## src/rtl/adc_capture.sv

```systemverilog
// ADC capture: powers up a parallel ADC, generates its sample clock, and streams kept samples out through a FIFO.
// Latency: a sample reaches the FIFO one clk after its sample edge, and m_valid rises on the following cycle.
// Backpressure: m_valid/m_ready handshake. When the FIFO is full and there is no pop, the new sample is dropped and overflow is set.

// Show-ahead FIFO: the head word is presented while the FIFO is non-empty.
// Latency: a word written on one edge is visible on o_rd_dat after that edge.
// Backpressure: i_rd_rdy pops the head. A write into a full FIFO is refused unless a pop happens in the same cycle.
module adc_capture_fifo #(
  parameter int DW    = 10,
  parameter int DEPTH = 16
) (
  input  logic                     clk,
  input  logic                     rst,
  input  logic                     i_wr_vld,
  input  logic [DW-1:0]            i_wr_dat,
  output logic                     o_rd_vld,
  output logic [DW-1:0]            o_rd_dat,
  input  logic                     i_rd_rdy,
  output logic [$clog2(DEPTH):0]   o_level,
  output logic                     o_drop
);

  localparam int AW = $clog2(DEPTH);
  localparam int LW = AW + 1;

  logic [DW-1:0] r_mem [DEPTH];
  logic [AW-1:0] r_wr_ptr;
  logic [AW-1:0] r_rd_ptr;
  logic [LW-1:0] r_level;

  logic w_full;
  logic w_empty;
  logic w_pop;
  logic w_push;

  assign w_full  = (r_level == LW'(DEPTH));
  assign w_empty = (r_level == '0);
  assign w_pop   = !w_empty && i_rd_rdy;
  // A pop in the same cycle frees a slot, so a write into a full FIFO is still accepted.
  assign w_push  = i_wr_vld && (!w_full || w_pop);
  assign o_drop  = i_wr_vld && w_full && !w_pop;

  assign o_rd_vld = !w_empty;
  assign o_rd_dat = w_empty ? '0 : r_mem[r_rd_ptr];
  assign o_level  = r_level;

  // Pointers wrap naturally because DEPTH is a power of two; the level only changes on an unpaired push or pop.
  always_ff @(posedge clk) begin
    if (rst) begin
      r_wr_ptr <= '0;
      r_rd_ptr <= '0;
      r_level  <= '0;
    end else begin
      if (w_push) r_wr_ptr <= r_wr_ptr + AW'(1);
      if (w_pop)  r_rd_ptr <= r_rd_ptr + AW'(1);
      case ({w_push, w_pop})
        2'b10:   r_level <= r_level + LW'(1);
        2'b01:   r_level <= r_level - LW'(1);
        default: r_level <= r_level;
      endcase
    end
  end

  // Storage array. It is not reset, because the pointers alone define which entries are valid.
  always_ff @(posedge clk) begin
    if (w_push && !rst) r_mem[r_wr_ptr] <= i_wr_dat;
  end

endmodule

module adc_capture #(
  parameter int CLK_DIV     = 4,
  parameter int WAKE_CYCLES = 64,
  parameter int DISCARD     = 5,
  parameter int FIFO_DEPTH  = 16
) (
  input  logic                          clk,
  input  logic                          rst,
  input  logic                          enable,
  input  logic                          twos_comp,
  input  logic [9:0]                    adc_data,
  output logic                          adc_clk,
  output logic                          adc_pwrdn,
  input  logic                          ovf_clr,
  output logic [9:0]                    m_data,
  output logic                          m_valid,
  input  logic                          m_ready,
  output logic                          overflow,
  output logic [$clog2(FIFO_DEPTH):0]   fifo_level,
  output logic                          running
);

  localparam logic [1:0] S_IDLE = 2'd0;
  localparam logic [1:0] S_WAKE = 2'd1;
  localparam logic [1:0] S_RUN  = 2'd2;

  localparam int DIV_W  = $clog2(CLK_DIV);
  localparam int WAIT_W = (WAKE_CYCLES > 1) ? $clog2(WAKE_CYCLES) : 1;
  localparam int DISC_W = (DISCARD > 0) ? $clog2(DISCARD + 1) : 1;

  localparam logic [DIV_W-1:0]  DIV_LAST  = DIV_W'(CLK_DIV - 1);
  localparam logic [DIV_W-1:0]  DIV_HALF  = DIV_W'(CLK_DIV / 2);
  localparam logic [WAIT_W-1:0] WAIT_LOAD = WAIT_W'(WAKE_CYCLES - 1);
  localparam logic [DISC_W-1:0] DISC_LOAD = DISC_W'(DISCARD);

  logic [1:0]        r_state;
  logic [WAIT_W-1:0] r_wait;
  logic [DIV_W-1:0]  r_div;
  logic [DISC_W-1:0] r_disc;
  logic [9:0]        r_sample;
  logic              r_pend;
  logic              r_overflow;

  logic       w_enter_run;
  logic       w_sample_edge;
  logic [9:0] w_conv;
  logic       w_drop;

  // RUN is entered on the edge where WAKE has finished counting down while enable is still held.
  assign w_enter_run   = (r_state == S_WAKE) && enable && (r_wait == '0);
  assign w_sample_edge = (r_state == S_RUN) && (r_div == DIV_LAST);
  // Inverting the MSB turns an offset-binary code into two's complement.
  assign w_conv        = twos_comp ? {~adc_data[9], adc_data[8:0]} : adc_data;

  assign adc_pwrdn = (r_state == S_IDLE);
  assign running   = (r_state == S_RUN);
  assign adc_clk   = running && (r_div >= DIV_HALF);
  assign overflow  = r_overflow;

  // Power sequencing FSM: leave IDLE on enable, wait out the ADC wake time, and drop straight back to IDLE when enable falls.
  always_ff @(posedge clk) begin
    if (rst) begin
      r_state <= S_IDLE;
      r_wait  <= '0;
    end else begin
      case (r_state)
        S_IDLE: begin
          if (enable) begin
            r_state <= S_WAKE;
            r_wait  <= WAIT_LOAD;
          end
        end
        S_WAKE: begin
          if (!enable)             r_state <= S_IDLE;
          else if (r_wait == '0)   r_state <= S_RUN;
          else                     r_wait  <= r_wait - WAIT_W'(1);
        end
        S_RUN: begin
          if (!enable) r_state <= S_IDLE;
        end
        default: r_state <= S_IDLE;
      endcase
    end
  end

  // Sample clock divider. It is held at zero outside RUN, so every RUN entry starts with adc_clk low.
  always_ff @(posedge clk) begin
    if (rst) begin
      r_div <= '0;
    end else if ((r_state == S_RUN) && enable) begin
      r_div <= (r_div == DIV_LAST) ? '0 : r_div + DIV_W'(1);
    end else begin
      r_div <= '0;
    end
  end

  // Capture at each sample edge. The ADC pipeline warm-up samples are skipped, and a kept sample raises a one-cycle write request.
  always_ff @(posedge clk) begin
    if (rst) begin
      r_sample <= '0;
      r_pend   <= 1'b0;
      r_disc   <= '0;
    end else begin
      r_pend <= 1'b0;
      if (w_enter_run) begin
        r_disc <= DISC_LOAD;
      end else if (w_sample_edge) begin
        if (r_disc != '0) begin
          r_disc <= r_disc - DISC_W'(1);
        end else begin
          r_sample <= w_conv;
          r_pend   <= 1'b1;
        end
      end
    end
  end

  // Sticky overflow flag. When a drop and a clear happen in the same cycle, the drop wins.
  always_ff @(posedge clk) begin
    if (rst)          r_overflow <= 1'b0;
    else if (w_drop)  r_overflow <= 1'b1;
    else if (ovf_clr) r_overflow <= 1'b0;
  end

  adc_capture_fifo #(
    .DW    (10),
    .DEPTH (FIFO_DEPTH)
  ) u_fifo (
    .clk      (clk),
    .rst      (rst),
    .i_wr_vld (r_pend),
    .i_wr_dat (r_sample),
    .o_rd_vld (m_valid),
    .o_rd_dat (m_data),
    .i_rd_rdy (m_ready),
    .o_level  (fifo_level),
    .o_drop   (w_drop)
  );

endmodule

```

## config.mk

```make
export PLATFORM = sky130hd
export DESIGN_NAME = adc_capture
export DESIGN_NICKNAME = d
export VERILOG_FILES = /design/src/rtl/adc_capture.sv
export SDC_FILE = /design/constraint.sdc
export NUM_CORES = 1
export LEC_CHECK = 0
export CAP_MARGIN = 20
export CELL_PAD_IN_SITES_DETAIL_PLACEMENT = 0
export CELL_PAD_IN_SITES_GLOBAL_PLACEMENT = 1
export CORE_MARGIN = 5
export CORE_UTILIZATION = 40
export DETAILED_ROUTE_END_ITERATION = 7
export HOLD_SLACK_MARGIN = 0.02
export PLACE_DENSITY_LB_ADDON = 0.3
export SYNTH_ARGS = -nofsm -noshare
export SYNTH_HDL_FRONTEND = slang
export SYNTH_HIERARCHICAL = 1
export SYNTH_SLANG_ARGS = --single-unit
```

## constraint.sdc

```tcl
create_clock -name clk -period 2.6 [get_ports clk]
set_input_delay 0.39 -clock clk [delete_from_list [all_inputs] [get_ports clk]]
set_output_delay 0.39 -clock clk [all_outputs]
set_load 0.02 [all_outputs]
```

==> results of run 1 <==
per-layer routing:
layer | up-vias | global-route usage [%] | share of wire [%]
met5 | - | 0 | 0
met4 | 0 | 3.57 | 1.7
met3 | 24 | 2.77 | 4.3
met2 | 105 | 25.8 | 50
met1 | 2375 | 20.5 | 44
li1 | 2159 | - | -
state kept, by name, summed over array words and instances, names as in the netlist, named ones only:
| name | count |
|---|---|
| u_fifo/r_wr_ptr | 4 |
| u_fifo/r_rd_ptr | 4 |
| r_wait | 6 |
| r_disc | 3 |
| u_fifo/o_level | 5 |
| overflow | 1 |
| r_div | 2 |
| r_pend | 1 |
| r_sample | 10 |
| u_fifo/r_mem | 160 |
| r_state | 2 |
critical path, delay by kind of cell, from the launching register on:
family | cells | cell delay [ns]
buffers and inverters | 3 | 0.41
DFF | 1 | 0.38
muxes | 2 | 0.73
AOI/OAI and AO/OA | 1 | 0.13
cell families after synthesis:
group | after synthesis | synth area share (%)
AOI/OAI and AO/OA | 76 | 5.83
DFF | 202 | 68.6
xor gates and xnor gates | 7 | 0.745
adders and majority gates | 13 | 1.98
and+or+nand+nor | 101 | 6.56
buffers and inverters | 44 | 2.34
muxes | 64 | 13.9
path summary, 6_finish.rpt:
path	startpoint	endpoint	slack (ns)	cells after the start
worst max-delay path	flop	m_data[0]	0.05	6
worst min-delay path	adc_data[0]	r_sample[0]	0.48	3
worst max register to register	u_fifo/o_level[0]	u_fifo/o_level[4]	0.17	8
worst min register to register	r_div[0]	r_div[0]	0.48	1
timing repair:
| action | 4_1_cts | 5_1_grt |
|---|---|---|
| hold buffers | 0 | 0 |
| gates cloned | 2 | 0 |
| setup endpoints to repair | 10 | 8 |
| setup buffers | 5 | 4 |
| resized for setup | 61 | 12 |
| pin swaps | 0 | 4 |
power breakdown:
group	leakage (nW)	switching, mW	internal [mW]
combinational	1.21	1.00	1.13
clock	0.407	1.28	2.23
sequential	1.83	0.0908	3.50
area by class of cell:
class	instances	share of cell area [%]
Multi-Input combinational cell	261	24.8
Clock inverter	19	2.67
Tap cell	270	3.30
Clock buffer	23	5.62
Sequential cell	202	55.2
Timing Repair Buffer	78	7.83
Inverter	17	0.623
per-stage QoR:
step           power, mW  worst slack [ns]  hold slack (ns)  TNS (ns)
2_1_floorplan       4.81          -0.00742            0.428  -0.00742
5_1_grt             9.63          -0.00751            0.469  -0.00751
6_report            9.24            0.0482            0.476         0
3_5_place_dp        5.55            0.0705            0.472         0
4_1_cts             9.27           -0.0172            0.453   -0.0268
3_3_place_gp        5.52            0.0985            0.442         0
cells in the final DEF, fill, tap and decap left out, types with 3 or more instances in the layout:
master,n
ha_1,12
dfxtp_1,38
clkinv_4,5
o21a_1,3
mux2i_2,6
a211oi_1,4
buf_4,33
clkbuf_16,23
o22ai_1,8
a21oi_1,15
xor2_1,4
edfxtp_1,160
xnor2_1,3
clkinvlp_4,3
o21ai_0,20
bufinv_16,6
inv_1,17
nand3_1,14
a31oi_1,5
buf_12,9
mux2i_4,6
nor4_1,4
nand2b_1,7
nor3_1,10
buf_6,3
clkinv_2,3
clkdlybuf4s50_1,25
o211ai_1,3
nor2_1,28
nor2b_1,7
o22ai_2,4
mux4_2,40
buf_2,4
mux2i_1,10
nand2_1,11
==> results.toml, run 1 <==
[run_status]
status = "completed"

[drt]
ant_nets = 0
drt_iter0_drc = 255
wl_mm = 17.8
drc = 0
vias_per_cell = 5.36
vias = 4663
drt_pass1_iterations = 4
wl_per_cell_um = 20.5

[run]
timing.max_cap.violations = 0

[synthesis]
synth_edf_count = 160
syn_nets = 536
synthTopCellsByArea = "edfxtp_1 (58%), mux4_2 (11%), dfxtp_1 (10%)"
synth_top_area_cell = "edfxtp_1"
synth.most_common_cell = "edfxtp_1"
syn_area_per_cell_um2 = 16.2
ys_seq_area_share_pct = 68.6
yosys_warnings = 6
synth.distinct_cells = 54
netlist_area_um2 = 8220
async_reset_ff_share_pct = 0
synthTopCellsByCount = "edfxtp_1 (160), dfxtp_1 (42), mux4_2 (40)"
netlist.area_leader.share_pct = 58.4
synthCells = 507
ys_ff_latch = 202
synth-main-ff-cell = "edfxtp_1"

[pwr]
powerDensity_nw_per_um2 = 902
peakVddDrop_mv = 0.568
cellLeakagePower_nw = 3.44

[sta]
finalSetupViolCount = 0
max_slew_margin_pct = 47.0
period_share_pct = 98.1
maxSlewViolCount = 0
fin_crit_ns = 2.55
fin_skew_ns = 0.0234
max_slew.worst_pin.slew_ns = 0.793
fmax_mhz = 392
hold_viol_final = 0
rsz0062_at_grt = "true"

[placed_design]
post_dp_cell_area_um2 = 9130
port_buffers = 35
dpl.cell_count = 817
dpl.hpwl_mm = 11.1
gp_congestion = 0.804

[setup_path]
worstSetupStartpointType = "flop"
path_cells = "buf_4 -> buf_16 -> mux4_2 -> mux2i_2 -> o22ai_2 -> buf_6"
worst_path_max_delay_cell = "mux4_2"
cp.arrival_ns = 2.16
worstSetupEndpointType = "output port"
crit_type = "flop to output port"
worstPathRequired_ns = 2.21
max_stage_delay_ns = 0.53
cp_max_fo = 7

[die]
coreArea_um2 = 20200
rows = 52
initial_utilization_pct = 40.6
die_w_um = 153
io_pins = 36
die_area_um2 = 23500
die_h_um = 153

[finish]
fillCellCount = 1667
drive_above_1_share_pct = 27.8
n_antenna_cell = 0
final-seq-area_um2 = 5660
syn_to_final_growth_pct = 24.6
finalNetCount = 612
final_cells = 870
multi_input_comb_area_um2 = 2540
final_util_pct = 50.6
final_area_um2 = 10200

[cts]
cts_made_buffers = 23
cts_tree = "built"
clk_latency_ns = 0.51
cts_max_path_buffers = 3
htree_levels = 1
clkSlewWorstSetupHoldPaths_ns = 0.06
cts_num_sinks = 202
clock-root-buffer = "clkbuf_16"

[hold_path]
min_path_type = "input pin to flop"

[grt]
grt_max_degree = 37
grt_pass1_vias = 4872
grt_pass1_wl_mm = 28.2
antenna_found_initial = 0
grt-ovfl-total = 0
grt_usage_pct = 15.2
No activity file was read; power rests on OpenSTA's default activity.
==> run 2: changes to the inputs <==
--- a/config.mk
+++ b/config.mk
@@ -12,7 +12,7 @@
 export CORE_UTILIZATION = 40
 export DETAILED_ROUTE_END_ITERATION = 7
 export HOLD_SLACK_MARGIN = 0.02
-export PLACE_DENSITY_LB_ADDON = 0.3
+export PLACE_DENSITY_LB_ADDON = 0.1
 export SYNTH_ARGS = -nofsm -noshare
 export SYNTH_HDL_FRONTEND = slang
 export SYNTH_HIERARCHICAL = 1
==> run 2 against run 1 <==
Against the previous run:
- global-route usage about the same
- combinational power decreased by 2%
- worst hold slack got worse by 0.019 ns
- register-to-register slack about the same
- maximum frequency decreased by 1.4%
- sequential cell count unchanged
- first-iteration DRC count decreased by 14%
- sequential share of layout area increased by 1.1 points
- critical path type unchanged
==> results.toml, run 2 (synthesis results as in run 1) <==
[sta]
max_slew_margin_pct = 55.5
rsz0062_at_grt = "true"
fin_skew_ns = 0.0208
setup_slack_ns = 0.0112
fin_crit_ns = 2.59
fmax_mhz = 386
period_share_pct = 99.6
max_slew.worst_pin.slew_ns = 0.667
fin_setup_tns_ns = 0
finalSetupViolCount = 0
maxSlewViolCount = 0
hold_viol_final = 0

[grt]
grt_usage_pct = 15.2
grt_max_degree = 38
use_met2_pct = 25.6
met1_usage_pct = 20.7
grt-ovfl-total = 0
antenna_found_initial = 0
grt_use_met3_pct = 2.23
grt-busiest-layer = "met2"
grt_pass1_wl_mm = 27.8
grt_pass1_vias = 4759

[pwr]
sw_frac_of_total_pct = 26.7
p_int_mw = 6.31
powerDensity_nw_per_um2 = 858
seqPwrFrac_pct = 41.8
cellLeakagePower_nw = 3.36
peakVddDrop_mv = 0.521
pwr-share-clk_pct = 34.1
p_sw_mw = 2.30
power_frac_comb_pct = 24.1
finalPower_mw = 8.61

[cts]
cts_max_path_buffers = 3
clk_latency_ns = 0.49
htree_levels = 1
cts_made_buffers = 23
cts_num_sinks = 202
clock-root-buffer = "clkbuf_16"
clkSlewWorstSetupHoldPaths_ns = 0.06
cts_tree = "built"

[finish]
finalNetCount = 613
largest_registers = "u_fifo/r_mem x160, r_sample x10, r_wait x6"
drive_above_1_share_pct = 25.8
syn_to_final_growth_pct = 22.1
most-common-layout-cells = "edfxtp_1 (160), mux4_2 (40), dfxtp_1 (38)"
n_antenna_cell = 0
regMostFlops = "u_fifo/r_mem"
final_util_pct = 49.6
final_cells = 870
mostFrequentLayoutCell = "edfxtp_1"
largest_reg_flops = 160

[run_status]
status = "completed"

[setup_path]
r2r-start = "u_fifo/o_level[1]"
max_stage_delay_ns = 0.51
worstPathRequired_ns = 2.21
worst_path_max_delay_cell = "mux4_2"
worstSetupStartpointType = "flop"
crit_family = "multiplexers"
path_cells = "buf_12 -> buf_12 -> mux4_2 -> mux2i_1 -> o22ai_1 -> buf_2"
cp_max_fo = 8
worstSetupEndpointType = "output port"
crit_type = "flop to output port"
worst-path-buf-inv = 3
cp.arrival_ns = 2.20
reg2reg_slack_ns = 0.17
cp_common_cell = "buf_12"

[hold_path]
min_path_type = "flop to flop"
min_from = "r_div[0]"

[drt]
vias_per_cell = 5.21
drt_pass1_iterations = 4
drc = 0
wl_per_cell_um = 20.8
vias = 4537
wl_mm = 18.1
ant_nets = 0
drt_iter0_drc = 220

[die]
io_pins = 36
initial_utilization_pct = 40.6
die_w_um = 153
die_area_um2 = 23500
rows = 52
coreArea_um2 = 20200
die_h_um = 153

[placed_design]
dpl.hpwl_mm = 11.3
gp_congestion = 0.789
port_buffers = 35
pre_cts_ws_ns = 0.0645
dpl.cell_count = 820

[run]
timing.max_cap.violations = 0
-- run 2: changes by cell type in the layout (fill, tap and decap cells not counted), sizes merged --
cell / previous run / this run
clkinv: 9 / 7
bufbuf: 1 / 0
clkdlybuf4s15: 0 / 1
inv: 18 / 19
buf: 50 / 53
clkbuf: 25 / 32
clkinvlp: 3 / 0
bufinv: 6 / 0
-- run 2: cell type report --
type / instances / area (um^2)
clock inverter: 9 / 53.8
fill: 1735 / 10200
clock buffer: 32 / 639
inverter: 17 / 63.8
tap: 270 / 338
sequential: 202 / 5660
timing repair buffer: 79 / 793
multi-input combinational: 261 / 2500
-- run 2: through the flow --
stage	cell area (um^2)	hold slack, ns
after floorplan	8250	0.428
after global placement	9160	0.440
after detailed placement	9160	0.460
after CTS	9900	0.448
after global routing	10000	0.467
final	10000	0.457
-- run 2: routing by layer --
metal / share of wire (%) / vias to the layer above
met1: 45 / 2285
met5: 0 / -
met2: 50 / 76
li1: - / 2154
met3: 3.0 / 22
met4: 1.7 / 0
-- run 2: path summary, 6_finish.rpt --
check / cells after the start / endpoint
max: 6 / m_data[0]
min: 1 / r_div[0]
max reg2reg: 8 / u_fifo/o_level[4]
min reg2reg: 1 / r_div[0]
-- run 2: repair_timing --
item | in CTS | in global routing
gates resized for setup | 39 | 29
pin swaps | 0 | 4
setup buffers | 1 | 7
hold buffers | 0 | 0
setup endpoints to repair | 10 | 10
gates cloned | 1 | 0
-- run 2: power by group through the flow --
stage,registers (mW),logic (mW),clock network (mW)
after CTS,3.58,1.92,3.03
final,3.60,2.08,2.94
after global placement,3.64,1.91,0
after detailed placement,3.64,1.91,0
after floorplan,3.64,1.17,0
after global routing,3.61,2.23,3.17
-- run 2: worst reg2reg max path, stage by stage, from the launching register on --
cell and delay (ns):
dfxtp_4 0.38, or4_1 0.53, o21a_1 0.25, xor2_1 0.16, ha_2 0.21, or3_4 0.33, a21oi_2 0.11, a22oi_1 0.07
mux2_2 0.27
